<file path="src/rtl/hazard_ctrl.sv">
// Hazard controller: load-use bubbles, redirect squashes and multi-cycle op freezes,
// plus saturating stall/flush performance counters.
module hazard_ctrl #(
  parameter int MD_CYCLES = 4,
  parameter int CNT_W     = 32
) (
  input  logic             clk,
  input  logic             rst_n,
  input  logic [4:0]       id_rs1,
  input  logic [4:0]       id_rs2,
  input  logic             id_use_rs1,
  input  logic             id_use_rs2,
  input  logic [4:0]       ex_rd,
  input  logic             ex_reg_wr_en,
  input  logic             ex_mem_rd_en,
  input  logic             ex_md_op,
  input  logic             ex_redirect,
  input  logic             perf_clr,
  output logic             pc_stall,
  output logic             if_id_stall,
  output logic             if_id_flush,
  output logic             id_ex_stall,
  output logic             id_ex_flush,
  output logic             ex_mem_flush,
  output logic             md_busy,
  output logic [CNT_W-1:0] stall_cycles,
  output logic [CNT_W-1:0] flush_events
);

  typedef enum logic {RUN = 1'b0, MD_WAIT = 1'b1} state_t;

  localparam logic       MD_MULTI = (MD_CYCLES > 1);
  localparam logic [7:0] MD_LOAD  = MD_MULTI ? 8'(MD_CYCLES - 2) : 8'd0;

  function automatic logic [CNT_W-1:0] sat_inc(input logic [CNT_W-1:0] v);
    return (&v) ? v : v + {{(CNT_W-1){1'b0}}, 1'b1};
  endfunction

  state_t     state_q, state_d;
  logic [7:0] cnt_q, cnt_d;
  logic       lu;
  logic       pc_stall_c, if_id_stall_c, if_id_flush_c;
  logic       id_ex_stall_c, id_ex_flush_c, ex_mem_flush_c, md_busy_c;

  assign lu = ex_mem_rd_en & ex_reg_wr_en & (ex_rd != 5'd0) &
              ((id_use_rs1 & (id_rs1 == ex_rd)) | (id_use_rs2 & (id_rs2 == ex_rd)));

  always_comb begin
    state_d        = state_q;
    cnt_d          = cnt_q;
    pc_stall_c     = 1'b0;
    if_id_stall_c  = 1'b0;
    if_id_flush_c  = 1'b0;
    id_ex_stall_c  = 1'b0;
    id_ex_flush_c  = 1'b0;
    ex_mem_flush_c = 1'b0;
    md_busy_c      = 1'b0;
    case (state_q)
      RUN: begin
        if (ex_redirect) begin
          // The ID instruction is squashed, so a pending load-use match is moot.
          if_id_flush_c = 1'b1;
          id_ex_flush_c = 1'b1;
        end else if (ex_md_op && MD_MULTI) begin
          pc_stall_c     = 1'b1;
          if_id_stall_c  = 1'b1;
          id_ex_stall_c  = 1'b1;
          ex_mem_flush_c = 1'b1;
          md_busy_c      = 1'b1;
          cnt_d          = MD_LOAD;
          state_d        = MD_WAIT;
        end else if (lu) begin
          pc_stall_c    = 1'b1;
          if_id_stall_c = 1'b1;
          id_ex_flush_c = 1'b1;
        end
      end
      MD_WAIT: begin
        if (cnt_q != 8'd0) begin
          pc_stall_c     = 1'b1;
          if_id_stall_c  = 1'b1;
          id_ex_stall_c  = 1'b1;
          ex_mem_flush_c = 1'b1;
          md_busy_c      = 1'b1;
          cnt_d          = cnt_q - 8'd1;
        end else begin
          // Release cycle: the op leaves EX while ex_md_op is still high.
          state_d = RUN;
        end
      end
      default: state_d = RUN;
    endcase
  end

  // Reset gates every control output so an aborted op drops them at once.
  assign pc_stall     = pc_stall_c     & rst_n;
  assign if_id_stall  = if_id_stall_c  & rst_n;
  assign if_id_flush  = if_id_flush_c  & rst_n;
  assign id_ex_stall  = id_ex_stall_c  & rst_n;
  assign id_ex_flush  = id_ex_flush_c  & rst_n;
  assign ex_mem_flush = ex_mem_flush_c & rst_n;
  assign md_busy      = md_busy_c      & rst_n;

  always_ff @(posedge clk or negedge rst_n) begin
    if (!rst_n) begin
      state_q <= RUN;
      cnt_q   <= 8'd0;
    end else begin
      state_q <= state_d;
      cnt_q   <= cnt_d;
    end
  end

  always_ff @(posedge clk or negedge rst_n) begin
    if (!rst_n) begin
      stall_cycles <= '0;
      flush_events <= '0;
    end else if (perf_clr) begin
      stall_cycles <= '0;
      flush_events <= '0;
    end else begin
      if (pc_stall)    stall_cycles <= sat_inc(stall_cycles);
      if (if_id_flush) flush_events <= sat_inc(flush_events);
    end
  end

endmodule

</file>
<file path="config.mk">
export PLATFORM = sky130hd
export DESIGN_NAME = hazard_ctrl
export DESIGN_NICKNAME = d
export VERILOG_FILES = /design/src/rtl/hazard_ctrl.sv
export SDC_FILE = /design/constraint.sdc
export NUM_CORES = 1
export LEC_CHECK = 0
export CAP_MARGIN = 20
export CORE_MARGIN = 8
export CORE_UTILIZATION = 55
export DETAILED_ROUTE_END_ITERATION = 7
export DONT_BUFFER_PORTS = 1
export PLACE_DENSITY = 0.72
export REMOVE_ABC_BUFFERS = 1
export SYNTH_ARGS = -nofsm -noshare
export SYNTH_HDL_FRONTEND = slang
export SYNTH_SLANG_ARGS = --single-unit
</file>
<file path="constraint.sdc">
create_clock -name clk -period 2.2 [get_ports clk]
set_input_delay 0.44 -clock clk [delete_from_list [all_inputs] [get_ports clk]]
set_output_delay 0.44 -clock clk [all_outputs]
set_load 0.05 [all_outputs]
</file>
==> summary.md, run 1 <==
| Metric | Value |
|---|---|
| Placeable core area | 7253 um2 |
| Routed length per instance | around 17 um |
| Maximum VDD drop | 380.0 uV |
| Yosys reg bits | 73 |
| Via count | 3856 |
| Layout cells sized above 1 | 31.84% |
| Worst reg2reg endpoint | stall_cycles[9] |
| Pwr dens | 477.7 nW/um2 |
| Clock Path Buffers | 2 |
| CP bufs+invs | 2 |
| Die Y | 102.4 um |
| Pins Over Slew Limit | 0 |
| H-Tree Depth | 3 |
| Sequential fraction of the synthesis area | 44.50% |
| RSZ-0062 raised after global routing | true |
| Setup Skew | 11.39 ps |
| Top area cells in the synthesized netlist | dfrtp_1 (44%), xnor2_1 (6.4%), nor2_1 (5.7%) |
| Io pins | between 90 and 100 |
| Post-synth design cell area | 4105 um2 |
| Hold_sp | perf_clr |
| Final Wtd Congestion | just under 0.9 |
| Least-Margin Pin Slew | 452.8 ps |
| Final Util | around three quarters |
| Setup TNS | -156.7 ps |
| Critical Path RT | 2470 ps |
| Startpoint Class | register |
| Fillcell total | roughly 520 |
| Clock slew at reported path FFs | 80 ps |
| Vias per inst | 5.860 |
| Clk sinks | 73 |
| Most used DFF post-synth | dfrtp_1 |
| WS Path Type | reg2reg |
| Finish-stage setup viols | 7 |
| Final ANT Viol Nets | 0 |
| Vias in the first global route | 3834 |
| Hpwl dp | 7711 um |
| R2R depth | 9 |
| Starting density of the core | 56.60% |
| Max Freq | 446.4 MHz |
| Hold Crit Class | in2reg |
| Hold endpoint | flush_events[22] |
| # diodes | 0 |
| TritonRoute pass-1 iters | 4 |
| Period utilization | 101.8% |
| Critical R2R Launch | cnt_q[1] |
| Synth-to-layout area growth | 33.28% |
| Setup WS post-layout | -40.20 ps |
| EDFF count, synth | 0 |
| CP max FO | 5 |
| Largest net degree at the start of global routing | 74 |
| First-iteration detailed-routing DRC count | between 150 and 200 |
| Fin nets | 582 |
| Top Family by Delay on Critical Path | simple AND/OR/NAND/NOR gates |
| Worst Hold Depth | 1 |
| Cell Chain, Critical Path | inv_2, ha_4, nand4b_1, o211ai_1, a41o_2, or2_4, buf_6, or4_1, a21oi_1 |
| Worst path max stage delay | 490 ps |
| I/O Buffers | 0 |
| Min Hold Slack | 150.4 ps |
| Final std cells w/o fill | between 600 and 700 |
| YS warnings | 0 |
| Outcome | finished with violations |
| CTS tree | yes |
| Die X | 102.4 um |
| Routing usage on met2 | 37.98% |
| MaxCap Viol Count | 0 |
| Row count | 31 |
| Total gr overflow | 0 |
| Dpl cells | 629 |
| DRT Wirelength | 11470 um |
| Met3 GRT Util | 7.016% |
| Async SR Flop Fraction | 100.0% |
| Syn Inst Count | 444 |
| Violated checks | negative setup slack |
| Total GRT Usage | a little over a fifth |
| Total chip power | around 2.6 mW |
| Final min period | 2240 ps |
| Syn Area/Cell | between 9 and 10 um2 |
| Clock Root Buffer | clkbuf_8 |
| Synth area leader | dfrtp_1 |
| Initial antenna violation count | 0 |
| Slowest cell on the critical path | or4_1 |
| CTS Buf Count | 9 |
| DRC viols | 0 |
| Synth top area share | 44.50% |
| First-pass GRT wire length | 18060 um |
| GR peak layer | met2 |
| R2R setup slack | -40 ps |
| Worst Path Arrival | 2510 ps |
| Final Instance Area | between 5000 and 6000 um2 |
| LEAKAGE | between 2 and 2.5 nW |
| Die Area | 10480 um2 |
| Pre-CTS WS | -125.0 ps |
| DP Area | 4950 um2 |
| Max_slew headroom | 69.59% |
| Post-synth cell types | 52 |
| Worst-Skew Late Latency | 350 ps |
| Grt met1 use | 23.86% |
| Hold Vio Cnt, Final | 0 |
| Setup crit end kind | register |
[repair_timing]
action	CTS	global route
pin swaps	19	15
hold buffers	2	0
setup buffers	7	3
endpoints found under the hold margin	73	0
gates cloned	1	0
setup endpoints to repair	14	34
resized for setup	25	21
[cells in the mapped netlist, types with 2 or more instances]
library cell,instances
nor3_1,20
nand3b_1,2
buf_6,2
nand2b_1,2
nand4_1,19
buf_4,4
nor2_1,62
o21ai_0,15
nor4_1,7
nor4b_1,2
mux2i_1,3
buf_2,2
or4_1,9
o41ai_1,2
o31ai_1,11
nand2_1,35
ha_1,4
nand4_4,2
and4_1,4
mux2_2,5
a21oi_1,22
and3_1,3
nand3_1,28
clkbuf_1,7
dfrtp_1,73
xor2_1,16
inv_1,13
or3_1,13
xnor2_1,30
nor2b_1,4
a22o_1,2
[worst max-delay path by stage]
stage                        start          endpoint  cells past startpoint
after global placement    ex_rd[4]  stall_cycles[11]                      8
after global routing      cnt_q[1]  stall_cycles[11]                      9
after floorplan           cnt_q[0]      ex_mem_flush                      6
final                     cnt_q[1]   stall_cycles[9]                      9
after detailed placement  cnt_q[1]  stall_cycles[11]                      9
after CTS                 cnt_q[1]  stall_cycles[11]                      9
[state kept, by name (all words and copies together) (netlist names)]
| register | flops |
|---|---|
| stall_cycles | 32 |
| flush_events | 32 |
| cnt_q | 8 |
| state_q | 1 |
[area by class of cell]
class	instances	area (um2)	area share, %
Clock inverter	4	51.30	0.9376
Clock buffer	12	155.1	2.836
Multi-Input combinational cell	340	2296	41.96
Sequential cell	73	1827	33.39
Timing Repair Buffer	117	969.7	17.72
Tap cell	99	123.9	2.264
Inverter	13	48.80	0.8918
[cell usage in the layout (no fill, tap or decap), types with 3 or more instances in the layout]
master and n:
ha_1 3, and3_1 3, nor3_4 4, o21ai_0 15
a21oi_2 8, and4_1 4, or3_1 12, a21oi_1 14
inv_1 11, nor4_1 4, mux2i_1 3, mux2_4 4
or4_4 4, xor2_1 16, buf_12 4, o31ai_1 10
buf_4 106, dfrtp_1 73, nor3_1 15, or4_1 5
nand4_1 19, nor2b_1 4, nand3_1 26, buf_6 5
nor2_1 60, xnor2_1 30, nand2_1 34, clkbuf_8 11
[power breakdown]
group / switching [mW] / internal, mW
clock: 0.508 / 0.587
combinational: 0.105 / 0.0687
sequential: 0.00185 / 1.34
total: 0.615 / 2.00
[per-layer routing]
layer / wire, um / up-vias / part of all wire (%)
li1: - / 1812 / -
met1: 4313 / 1887 / 38
met2: 5816 / 130 / 51
met3: 1052 / 27 / 9.2
met4: 284 / 0 / 2.5
met5: 0 / - / 0
[worst register-to-register path, delay by kind of cell (launching register included)]
family / cells / cell delay (ps)
AOI/OAI and AO/OA: 3 / 540
adders and majority gates: 1 / 150
buffers and inverters: 2 / 200
DFF: 1 / 370
and+or+nand+nor: 3 / 890
[kinds of logic (layout without fill, tap and decap cells)]
group                      count (synthesis)  in the layout  share of synthesized area, %
AOI/OAI and AO/OA                         61             61                         9.297
DFF                                       73             73                         44.50
buffers and inverters                     32            146                         4.297
xor gates and xnor gates                  46             46                         9.814
adders and majority gates                  4              4                         1.219
muxes                                      9              9                         2.377
and+or+nand+nor                          219            220                         28.50
Note: power is estimated with default switching activity, not from simulation.
==> run 2: changes to the inputs <==
--- a/config.mk
+++ b/config.mk
@@ -7,10 +7,10 @@
 export LEC_CHECK = 0
 export CAP_MARGIN = 20
 export CORE_MARGIN = 8
-export CORE_UTILIZATION = 55
+export CORE_UTILIZATION = 40
 export DETAILED_ROUTE_END_ITERATION = 7
 export DONT_BUFFER_PORTS = 1
-export PLACE_DENSITY = 0.72
+export PLACE_DENSITY = 0.53
 export REMOVE_ABC_BUFFERS = 1
 export SYNTH_ARGS = -nofsm -noshare
 export SYNTH_HDL_FRONTEND = slang
==> constraint.sdc (replaced) <==
create_clock -name clk -period 2.36 [get_ports clk]
set_input_delay 0.472 -clock clk [delete_from_list [all_inputs] [get_ports clk]]
set_output_delay 0.472 -clock clk [all_outputs]
set_load 0.05 [all_outputs]
==> run 2 against run 1 <==
The flow now finishes without violations. Via count shrank 7.5%. Design area shrank 6.1%. Register-to-register slack gained 200 ps. Worst hold slack lost 130 ps. Flip-flop and latch count is the same. Clock power shrank 5%. Power shrank 7.1%. Global-route usage shrank 5.9 points. Core utilization shrank 25 points. Setup slack gained 190 ps. Routed wire length shrank 3.3%. Count of clock-buffer cells in the layout is the same.
==> summary.md, run 2 (same netlist as run 1, synthesis figures left out) <==
| Metric | Value |
|---|---|
| Placeable core area | 10140 um2 (was 7253 um2) |
| Outcome | finished, final reports clean (was finished with violations) |
| DRC viols | 0 (unchanged) |
| H-Tree Depth | 3 (unchanged) |
| First-iteration detailed-routing DRC count | 161 (was 178) |
| Final Wtd Congestion | 0.8176 (was 0.8670) |
| Worst Path Arrival | 1740 ps (was 2510 ps) |
| Row count | 37 (was 31) |
| Period utilization | 93.52% |
| Setup crit end kind | primary output (was register) |
| Final Util | 50.68% (was 75.44%) |
| Finish-stage setup viols | 0 (was 7) |
| Storage element area | 1827 um2 (unchanged) |
| Area of the multi-input gates | 2146 um2 (was 2296 um2) |
| Slowest cell on the critical path | dfrtp_1 (was or4_1) |
| Setup Skew | 12.19 ps (was 11.39 ps) |
| LEAKAGE | 2.188 nW (was 2.368 nW) |
| CTS Buf Count | 9 (unchanged) |
| DRT Wirelength | 11080 um (was 11470 um) |
| TritonRoute pass-1 iters | 5 (was 4) |
| Routed length per instance | 16.57 um (was 17.43 um) |
| Initial antenna violation count | 0 (unchanged) |
| Final Instance Area | 5139 um2 (was 5472 um2) |
| Startpoint Class | register (unchanged) |
| Final ANT Viol Nets | 0 (unchanged) |
| CTS tree | yes (unchanged) |
| Largest net degree at the start of global routing | 74 (unchanged) |
| Synth-to-layout area growth | 25.18% (was 33.28%) |
| Via count | 3566 (was 3856) |
| I/O Buffers | 0 (unchanged) |
| Total GRT Usage | 15.93% (was 21.81%) |
| Io pins | 95 (unchanged) |
| Top Family by Delay on Critical Path | simple AND/OR/NAND/NOR gates (unchanged) |
| Clock Path Buffers | 2 (unchanged) |
| Vias per inst | 5.330 (was 5.860) |
| # diodes | 0 (unchanged) |
| Die Y | 117.3 um (was 102.4 um) |
| Vias in the first global route | 3592 (was 3834) |
| Commonest cells after routing, fill and taps aside | buf_4 (87), dfrtp_1 (73), nor2_1 (59) (was buf_4 (106), dfrtp_1 (73), nor2_1 (60)) |
| First-pass GRT wire length | 18240 um (was 18060 um) |
| Dpl cells | 650 (was 629) |
| Least-Margin Pin Slew | 500.9 ps (was 452.8 ps) |
| Hpwl dp | 7780 um (was 7711 um) |
| Most common cell after layout, fill and taps aside | buf_4 (unchanged) |
| Final min period | 2207 ps |
| Maximum VDD drop | 237.3 uV (was 380.0 uV) |
| CP bufs+invs | 2 (unchanged) |
| Cell Chain, Critical Path | nor3_2, nand4b_1, buf_4, nand2_2, o21a_1, nor2_4, buf_12 (was inv_2, ha_4, nand4b_1, o211ai_1, a41o_2, or2_4, buf_6, or4_1, a21oi_1) |
| Hold Crit Class | in2async (was in2reg) |
| Fillcell total | 957 (was 523) |
| Max Freq | 453.1 MHz |
| Hold Vio Cnt, Final | 0 (unchanged) |
| Max_slew headroom | 66.36% (was 69.59%) |
| Clk sinks | 73 (unchanged) |
| WS Path Type | reg2out (was reg2reg) |
| Starting density of the core | 40.49% (was 56.60%) |
| Pins Over Slew Limit | 0 (unchanged) |
| Worst path max stage delay | 420 ps (was 490 ps) |
| MaxCap Viol Count | 0 (unchanged) |
| Top Registers | flush_events x32, stall_cycles x32, cnt_q x8 (unchanged) |
| Critical Path RT | 1890 ps (was 2470 ps) |
| Clock slew at reported path FFs | 90 ps (was 80 ps) |
| DP Area | 4863 um2 (was 4950 um2) |
| CP max FO | 4 (was 5) |
| Die Area | 13760 um2 (was 10480 um2) |
| Total chip power | 2.427 mW (was 2.614 mW) |
| Final std cells w/o fill | 669 (was 658) |
| Fin nets | 556 (was 582) |
| R2R setup slack | 160 ps (was -40 ps) |
| RSZ-0062 raised after global routing | true (unchanged) |
| Pwr dens | 472.3 nW/um2 (was 477.7 nW/um2) |
| Worst-Skew Late Latency | 350 ps (about the same) |
| Total gr overflow | 0 (unchanged) |
| Layout cells sized above 1 | 24.58% (was 31.84%) |
| Die X | 117.3 um (was 102.4 um) |
| Clock Root Buffer | clkbuf_8 (unchanged) |
==> run 2: path summary, 6_finish.rpt <==
check                              endpoint  cells past startpoint             from
setup / recovery               ex_mem_flush                      7         cnt_q[5]
hold / removal              stall_cycles[7]                      1            rst_n
setup reg to reg           stall_cycles[28]                      7  stall_cycles[2]
hold reg to reg                    cnt_q[6]                      1         cnt_q[5]
max in group asynchronous  flush_events[17]                      1            rst_n
min in group clk           flush_events[21]                      1         perf_clr
==> run 2: worst register-to-register path, cell delays in order, from the launching register on <==
cell     delay, ps
dfrtp_1        370
and4_4         270
nand4_4        140
nor3_4         340
nand4_4        180
or3_1          390
or3_1          310
a21oi_1        140
==> run 2: timing repair <==
| item | in CTS | in global routing |
|---|---|---|
| setup endpoints to repair | 0 | 31 |
| hold buffers | 1 | 0 |
| setup buffers | 0 | 1 |
| gates resized for setup | 0 | 9 |
| endpoints found under the hold margin | 73 | 0 |
==> run 2: layout make-up <==
class	count	area share, %
clock buffers	12	3.019
inverters	13	0.9496
repair buffers	91	14.41
flip-flops and latches	73	35.55
multi-input cells	340	41.76
well taps	136	3.311
clock inverters	4	0.9983
==> run 2: report_power, final <==
group	switching, mW	total (mW)	internal (mW)	leakage [nW]
Clock	0.491	1.04	0.547	0.103
Sequential	0.00136	1.25	1.25	1.00
Combinational	0.0889	0.135	0.0463	1.08
==> run 2: routing by layer <==
layer  track usage (%)  vias to the layer above  wire (um)
met5                 0                        -          0
met4             5.596                        0        156
met3             5.036                       12        820
met2             26.62                       84       5399
met1             18.83                     1709       4706
li1                  -                     1761          -
==> run 2: through the flow <==
stage	setup WS, ps	hold slack [ps]	TNS (ps)
2_1_floorplan	-1005	176.4	-7080
3_3_place_gp	55.28	180.2	0
3_5_place_dp	43.16	179.9	0
4_1_cts	38.20	18.46	0
5_1_grt	1.342	33.30	0
6_report	152.8	16.61	0
==> run 3: changes to the inputs <==
--- a/config.mk
+++ b/config.mk
@@ -10,8 +10,10 @@
 export CORE_UTILIZATION = 40
 export DETAILED_ROUTE_END_ITERATION = 7
 export DONT_BUFFER_PORTS = 1
+export HOLD_SLACK_MARGIN = 0.03
 export PLACE_DENSITY = 0.53
 export REMOVE_ABC_BUFFERS = 1
+export SETUP_SLACK_MARGIN = 0.5
 export SYNTH_ARGS = -nofsm -noshare
 export SYNTH_HDL_FRONTEND = slang
 export SYNTH_SLANG_ARGS = --single-unit
==> run 3 against run 2 <==
The flow now finishes with violations (negative hold slack). Clock power hardly changed. Via count is 6.8% higher. Global-route usage is 0.80 points higher. Design area is 14% higher. Setup slack worse by 67 ps. Core utilization is 7.0 points higher. Non-clock buffer count is 32 higher. Critical path depth is 1 higher. Worst hold slack worse by 200 ps. Highest routed layer unchanged. Critical path type is now reg2reg. Critical endpoint is now stall_cycles[11]. Sequential share of layout area is 4.3 points lower. Routed wire length is 9.7% higher.
==> summary.md, run 3 (same netlist as run 1, synthesis figures left out) <==
| Metric | Value |
|---|---|
| CTS Buf Count | 9 (unchanged) |
| Routed length per instance | 17.30 um (was 16.57 um) |
| Flop pwr share | 52.0% (was 51.7%) |
| Worst setup path startpoint | stall_cycles[2] (was cnt_q[5]) |
| Dpl cells | 650 (unchanged) |
| H-Tree Depth | 3 (unchanged) |
| Hold Vio Cnt, Final | 73 (was 0) |
| DRC viols | 0 (unchanged) |
| Io pins | 95 (unchanged) |
| Setup WS post-layout | 85.94 ps (was 152.8 ps) |
| DRT Wirelength | 12160 um (was 11080 um) |
| Outcome | finished with violations (was finished, final reports clean) |
| I/O Buffers | 0 (unchanged) |
| TritonRoute pass-1 iters | 4 (was 5) |
| Worst-Skew Late Latency | 350 ps (about the same) |
| Pins Over Slew Limit | 0 (unchanged) |
| Layout cells sized above 1 | 41.09% (was 24.58%) |
| Hold Crit Class | in2async (unchanged) |
| Finish-stage setup viols | 0 (unchanged) |
| Least-Margin Pin Slew | 390.8 ps (was 500.9 ps) |
| Vias in the first global route | 3747 (was 3592) |
| # diodes | 0 (unchanged) |
| Clock Root Buffer | clkbuf_8 (unchanged) |
| Worst reg2reg endpoint | stall_cycles[11] (was stall_cycles[28]) |
| Die Y | 117.3 um (unchanged) |
| Cell Int Power | 1.846 mW (about the same) |
| Clk sinks | 73 (unchanged) |
| Row count | 37 (unchanged) |
| CTS tree | yes (unchanged) |
| Pwr dens | 411.9 nW/um2 (was 472.3 nW/um2) |
| CP max FO | 8 (was 4) |
| Largest net degree at the start of global routing | 78 (was 74) |
| Period utilization | 96.36% (was 93.52%) |
| R2R setup slack | 90 ps (was 160 ps) |
| Max_slew headroom | 73.88% (was 66.36%) |
| Final Util | 57.71% (was 50.68%) |
| Synth-to-layout area growth | 42.52% (was 25.18%) |
| Die Area | 13760 um2 (unchanged) |
| Startpoint Class | register (unchanged) |
| Maximum VDD drop | 241.0 uV (was 237.3 uV) |
| Die X | 117.3 um (unchanged) |
| Critical Path RT | 2640 ps (was 1890 ps) |
| Pre-CTS WS | 43.16 ps (unchanged) |
| First-iteration detailed-routing DRC count | 202 (was 161) |
| Min Hold Slack | -186.8 ps (was 16.61 ps) |
| Clock Path Buffers | 2 (unchanged) |
| Placeable core area | 10140 um2 (unchanged) |
| Setup TNS | 0 ps (unchanged) |
| Max Freq | 439.7 MHz (was 453.1 MHz) |
| Hpwl dp | 7780 um (unchanged) |
| Clock share of power | 43.1% (was 42.8%) |
| Sw Pwr | 0.5639 mW (was 0.5809 mW) |
| MaxCap Viol Count | 0 (unchanged) |
| WS Path Type | reg2reg (was reg2out) |
| Setup crit end kind | register (was primary output) |
| Violated checks | negative hold slack |
| Critical path endpoint | stall_cycles[11] (was ex_mem_flush) |
| Vias per inst | 5.420 (was 5.330) |
| Logic pwr share | 4.9% (was 5.6%) |
| DP Area | 4863 um2 (unchanged) |
| Setup Skew | 13.97 ps (was 12.19 ps) |
| Commonest cells after routing, fill and taps aside | buf_4 (114), dfrtp_1 (73), nor2_1 (56) (was buf_4 (87), dfrtp_1 (73), nor2_1 (59)) |
| Total chip power | 2.410 mW (was 2.427 mW) |
| Initial antenna violation count | 0 (unchanged) |
| Final ANT Viol Nets | 0 (unchanged) |
| Most common cell after layout, fill and taps aside | buf_4 (unchanged) |
| Fin nets | 590 (was 556) |
| Starting density of the core | 40.49% (unchanged) |
| Clock slew at reported path FFs | 80 ps (was 90 ps) |
| Total gr overflow | 0 (unchanged) |
| Critical R2R Launch | stall_cycles[2] (unchanged) |
| Final Instance Area | 5851 um2 (was 5139 um2) |
| RSZ-0062 raised after global routing | true (unchanged) |
| Final min period | 2274 ps (was 2207 ps) |
| Total GRT Usage | 16.72% (was 15.93%) |
| Sw frac | 23.40% (was 23.93%) |
| Via count | 3810 (was 3566) |
| Final std cells w/o fill | 703 (was 669) |
| LEAKAGE | 2.483 nW (was 2.188 nW) |
| Final Wtd Congestion | 0.8176 (unchanged) |
| Worst Path Arrival | 2550 ps (was 1740 ps) |
| R2R depth | 8 (was 7) |
| Top Registers | flush_events x32, stall_cycles x32, cnt_q x8 (unchanged) |
| First-pass GRT wire length | 19150 um (was 18240 um) |
==> run 3: worst min-delay path by stage <==
stage / from / end / slack, ps / cells past startpoint
after global placement: rst_n / stall_cycles[12] / 180 / 0
after floorplan: rst_n / cnt_q[0] / 180 / 0
final: rst_n / stall_cycles[8] / -190 / 0
after detailed placement: rst_n / stall_cycles[12] / 180 / 0
after CTS: rst_n / flush_events[29] / -210 / 0
after global routing: rst_n / stall_cycles[12] / -210 / 0
==> run 3: cell type report <==
type	count	area (um2)
Fill cell	873	4288
Multi-Input combinational cell	342	2611
Sequential cell	73	1827
Inverter	13	52.55
Timing Repair Buffer	123	983.4
Clock buffer	12	155.1
Clock inverter	4	51.30
Tap cell	136	170.2
==> run 3: repair_timing <==
action | in CTS | in global routing
hold endpoints to repair | 73 | 73
gates cloned | 2 | 1
endpoints found under the setup margin | 69 | 72
pin swaps | 21 | 49
gates resized for setup | 40 | 66
setup buffers | 18 | 16
==> run 3: critical path, stage by stage, from the launching register on <==
cell and delay, ps:
dfrtp_1 400, and4_4 210, nand4_4 110, nor3_4 60, buf_4 130, a41o_2 290, or2_4 320, or4b_1 550
a21oi_2 140
==> run 3: per-layer routing <==
layer | wire, um | track usage [%] | up-vias
met4 | 197 | 5.677 | 0
li1 | - | - | 1823
met5 | 0 | 0 | -
met1 | 4972 | 19.54 | 1882
met2 | 6152 | 28.44 | 88
met3 | 839 | 5.132 | 17
==> run 3: power by group through the flow <==
stage	clock [mW]	sequential, mW	combinational, mW
after floorplan	0	1.29	0.0580
after global placement	0	1.28	0.101
after detailed placement	0	1.28	0.103
after CTS	1.07	1.25	0.112
after global routing	1.13	1.25	0.123
final	1.04	1.25	0.117
